--- src/rtl/shift_add_mult_ctrl.sv ---
// Sequencer for a shift-add multiplier: LOAD, N x (TEST [ADD] SHIFT), DONE with start/done/ack handshake.
// Optional EARLY_EXIT_EN: finish as soon as the remaining multiplier is zero.
module shift_add_mult_ctrl #(
    parameter int N     = 4,
    parameter int CNT_W = 3
) (
    input  logic             clk,
    input  logic             rst,
    input  logic             start,
    input  logic             lsb,
    input  logic             mplr_zero,
    input  logic             ack,
    output logic             load,
    output logic             add,
    output logic             shift,
    output logic             busy,
    output logic             done,
    output logic [CNT_W-1:0] iter
);

    localparam logic [2:0] S_IDLE  = 3'd0;
    localparam logic [2:0] S_LOAD  = 3'd1;
    localparam logic [2:0] S_TEST  = 3'd2;
    localparam logic [2:0] S_ADD   = 3'd3;
    localparam logic [2:0] S_SHIFT = 3'd4;
    localparam logic [2:0] S_DONE  = 3'd5;

    localparam logic [CNT_W-1:0] LAST_ITER = CNT_W'(N - 1);

    logic [2:0]       r_state;
    logic [2:0]       w_next;
    logic [CNT_W-1:0] r_iter;
    logic             r_load;
    logic             r_add;
    logic             r_shift;
    logic             r_busy;
    logic             r_done;

`ifndef EARLY_EXIT_EN
    logic w_unused_mplr_zero;
    assign w_unused_mplr_zero = mplr_zero;
`endif

    // Next-state decode
    always_comb begin
        w_next = r_state;
        case (r_state)
            S_IDLE: begin
                if (start) begin
                    w_next = S_LOAD;
                end else begin
                    w_next = S_IDLE;
                end
            end
            S_LOAD: w_next = S_TEST;
            S_TEST: begin
`ifdef EARLY_EXIT_EN
                if (mplr_zero) begin
                    w_next = S_DONE;
                end else if (lsb) begin
                    w_next = S_ADD;
                end else begin
                    w_next = S_SHIFT;
                end
`else
                if (lsb) begin
                    w_next = S_ADD;
                end else begin
                    w_next = S_SHIFT;
                end
`endif
            end
            S_ADD: w_next = S_SHIFT;
            S_SHIFT: begin
                if (r_iter == LAST_ITER) begin
                    w_next = S_DONE;
                end else begin
                    w_next = S_TEST;
                end
            end
            S_DONE: begin
                if (ack && start) begin
                    w_next = S_LOAD;
                end else if (ack) begin
                    w_next = S_IDLE;
                end else begin
                    w_next = S_DONE;
                end
            end
            default: w_next = S_IDLE;
        endcase
    end

    // State register and strobes registered from the next state so they track the state exactly
    always_ff @(posedge clk or posedge rst) begin
        if (rst) begin
            r_state <= S_IDLE;
            r_load  <= 1'b0;
            r_add   <= 1'b0;
            r_shift <= 1'b0;
            r_busy  <= 1'b0;
            r_done  <= 1'b0;
        end else begin
            r_state <= w_next;
            r_load  <= (w_next == S_LOAD);
            r_add   <= (w_next == S_ADD);
            r_shift <= (w_next == S_SHIFT);
            r_busy  <= (w_next == S_LOAD) || (w_next == S_TEST) ||
                       (w_next == S_ADD)  || (w_next == S_SHIFT);
            r_done  <= (w_next == S_DONE);
        end
    end

    // Iteration counter: cleared by LOAD, bumped once per SHIFT, frozen otherwise
    always_ff @(posedge clk or posedge rst) begin
        if (rst) begin
            r_iter <= {CNT_W{1'b0}};
        end else if (r_state == S_LOAD) begin
            r_iter <= {CNT_W{1'b0}};
        end else if (r_state == S_SHIFT) begin
            r_iter <= r_iter + {{(CNT_W-1){1'b0}}, 1'b1};
        end else begin
            r_iter <= r_iter;
        end
    end

    assign load  = r_load;
    assign add   = r_add;
    assign shift = r_shift;
    assign busy  = r_busy;
    assign done  = r_done;
    assign iter  = r_iter;

endmodule
--- config.mk ---
export PLATFORM = sky130hd
export DESIGN_NAME = shift_add_mult_ctrl
export DESIGN_NICKNAME = d
export VERILOG_FILES = /design/src/rtl/shift_add_mult_ctrl.sv
export SDC_FILE = /design/constraint.sdc
export NUM_CORES = 1
export LEC_CHECK = 0
export CAP_MARGIN = 20
export CELL_PAD_IN_SITES_DETAIL_PLACEMENT = 0
export CELL_PAD_IN_SITES_GLOBAL_PLACEMENT = 2
export CORE_AREA = 3 3 47 49
export DETAILED_ROUTE_END_ITERATION = 10
export DIE_AREA = 0 0 50 52
export PLACE_DENSITY_LB_ADDON = 0.2
export SLEW_MARGIN = 15
export SYNTH_ARGS = -nofsm -noshare
export SYNTH_HDL_FRONTEND = slang
export SYNTH_SLANG_ARGS = --single-unit
--- constraint.sdc ---
create_clock -name clk -period 4.2 [get_ports clk]
set_clock_uncertainty 0.2 [all_clocks]
set_input_delay 0.84 -clock clk [delete_from_list [all_inputs] [get_ports clk]]
set_output_delay 0.84 -clock clk [all_outputs]
set_load 0.1 [all_outputs]
==> summary.md <==
| Metric | Value |
|---|---|
| Fmax | `between 300 and 400 MHz` |
| First-pass GRT wire length | `1.72 mm` |
| CP delay by family, top | `buffers and inverters` |
| HP Class | `reg -> reg` |
| RSZ-0062 raised after global routing | `false` |
| Worst EP required | `3160 ps` |
| Setup TNS | `0 ps` |
| Outcome | `complete, no violations` |
| Fillers | `199` |
| Least-Margin Pin Slew | `~960 ps` |
| Max Buffers Root-to-Sink | `2` |
| Vias per cell | `about 4.5` |
| Startpoint Class | `flop` |
| CTS H-Tree Depth | `1` |
| Gr usage total | `under 10%` |
| Reg2reg start | `iter[0]$_DFFE_PP0P_` |
| Clock sink count | `11` |
| Final period utilization | `between 60% and 70%` |
| Final nets | `75` |
| Multi-input gate area | `240 um2` |
| Syn Inst Count | `53` |
| Share of the synthesized area in the top cell type | `between 40% and 50%` |
| Via count | `about 420` |
| CTS tree | `built` |
| Clock period minus worst slack | `2870 ps` |
| Synth top area cells | `dfrtp_1 50%, ha_1 4.5%, nand2b_1 4.5%` |
| CTS resizes | `0` |
| Initial Utilization | `~29%` |
| CP max stage delay | `around 1200 ps` |
| Register Area | `between 200 and 300 um2` |
| Synthesis-stage register bit count | `11` |
| Clk_lat worst skew | `between 200 and 300 ps` |
| Routed WL per cell | `roughly 11 um` |
| MaxCap Viol Count | `0` |
| Setup WS post-layout | `approximately 1300 ps` |
| Post-DP HPWL | `approximately 760 um` |
| Number of synthesized flops with an enable pin | `0` |
| Final Hold Viols | `0` |
| Endpoints failing setup | `0` |
| Synthesized area | `554 um2` |
| Number of placed instances, taps included | `between 80 and 90` |
| Die height | `between 50 and 60 um` |
| Critical Path, Cell by Cell | `clkdlybuf4s50_1` |
| Async S/R FF share, synth | `100%` |
| Ys flop type | `dfrtp_1` |
| CP Data Arrival Time | `between 1500 and 2000 ps` |
| Critical path capture point type | `output pin` |
| Initial DRC Count | `6` |
| Final non-filler cell total | `between 90 and 100` |
| WP buf/inv | `1` |
| Area grow syn2layout | `28.4%` |
| Row count | `16` |
| Setup crit start | `iter[0]$_DFFE_PP0P_` |
| Hold path start | `iter[1]$_DFFE_PP0P_` |
| YS warnings | `0` |
| RePlAce Congestion | `0.662` |
| Core Region | `roughly 1900 um2` |
| Synth area leader | `dfrtp_1` |
| Seq/Total Area, Yosys | `49.7%` |
| Initial antenna violation count | `0` |
| First drt pass iteration count | `4` |
| CTS buffer count | `3` |
| Slew Limit Fails | `0` |
| Syn_area_per_cell | `10.5 um2` |
| ANT cells | `0` |
| Slowest cell on the critical path | `clkdlybuf4s50_1` |
| CTS Root Cell | `clkbuf_4` |
| Port Buffers | `12` |
| Vias in the first global route | `383` |
| Worst hold margin | `341 ps` |
| Post-CTS setup buffer count | `0` |
| Max FO, Critical Path | `4` |
| Post-Syn Nets | `~60` |
| Total grt overflow | `0` |
| IO Count | `14` |
| Hold buffers post-CTS | `0` |
| Die ar. | `between 2000 and 3000 um2` |
| Largest net degree at the start of global routing | `14` |
| Cell variety after synth | `25` |
| Chip width | `around 50 um` |
| Slew headroom | `35.6%` |
| Layout cells sized above 1 | `9.09%` |
| Setup WS pre-CTS | `between 1500 and 2000 ps` |
| # DRC | `0` |
| WS Path Type | `reg -> out` |
| DRT antenna net count | `0` |
| Worst-path clk slew | `about 70 ps` |
| WL final | `a little over 1 mm` |
cells in the final DEF, fill, tap and decap left out, drive strengths merged:
master / Yosys / layout
dfrtp: 11 / 11
a32oi: 1 / 1
nor2: 2 / 2
inv: 4 / 4
a2111oi: 1 / 1
a21oi: 1 / 1
nand2: 5 / 5
ha: 2 / 2
a2bb2oi: 2 / 2
nor3: 1 / 1
or2: 1 / 1
clkinv: 0 / 1
o21ai: 3 / 3
a21o: 1 / 1
nand2b: 4 / 4
mux2i: 1 / 1
clkdlybuf4s50: 0 / 12
and2b: 2 / 2
o22ai: 3 / 3
a31oi: 1 / 1
clkbuf: 0 / 3
a22oi: 1 / 1
nor3b: 2 / 2
nor2b: 1 / 1
registers in the layout, summed over array words and instances (netlist names):
| register | count |
|---|---|
| load | 1 |
| shift | 1 |
| done | 1 |
| add | 1 |
| iter | 3 |
| r_state | 3 |
| busy | 1 |
kinds of logic after synthesis:
| family | count (synthesis) | share of synthesized area, % |
|---|---|---|
| simple gates | 18 | 18.7 |
| compound gates | 14 | 18.3 |
| flops | 11 | 49.7 |
| buf+inv | 7 | 7.00 |
| fa+ha+maj | 2 | 4.51 |
| mux | 1 | 1.81 |
cells in the mapped netlist, types with 2 or more instances:
master	count
nor2_1	2
inv_1	4
nand2_1	5
nand2b_1	4
dfrtp_1	11
o22ai_1	3
ha_1	2
and2b_1	2
a2bb2oi_1	2
o21ai_0	3
final timing paths:
kind | slack, ps | to | depth (start not counted)
min | 340 | iter[1]$_DFFE_PP0P_ | 2
max reg2reg | 2530 | r_state[2]$_DFF_PP0_ | 5
min in group asynchronous | 670 | load$_DFF_PP0_ | 2
min reg2reg | 340 | iter[1]$_DFFE_PP0P_ | 2
max in group asynchronous | 2830 | r_state[0]$_DFF_PP0_ | 2
max | 1330 | iter[0] | 1
cell type report:
cell class	count	area share (%)
Sequential cell	11	38.7
Multi-Input combinational cell	35	33.7
Timing Repair Buffer	12	16.9
Tap cell	27	4.75
Clock buffer	3	3.16
Inverter	4	2.11
Clock inverter	1	0.703
per-layer routing:
| layer | routed length, um | GRT usage (%) |
|---|---|---|
| met5 | 0 | 0 |
| met4 | 17 | 6.91 |
| met3 | 53 | 1.72 |
| met2 | 444 | 13.5 |
| met1 | 521 | 11.5 |
metrics by stage:
step / util [%] / instance area (um2)
after floorplan: - / 554
after global placement: 36.0 / 684
after detailed placement: 36.0 / 684
after CTS: 37.4 / 712
after global routing: 37.4 / 712
final: 37.4 / 712
Power is not shown: default switching activity piles up to over one toggle a cycle in this logic, so the estimate is an artifact.
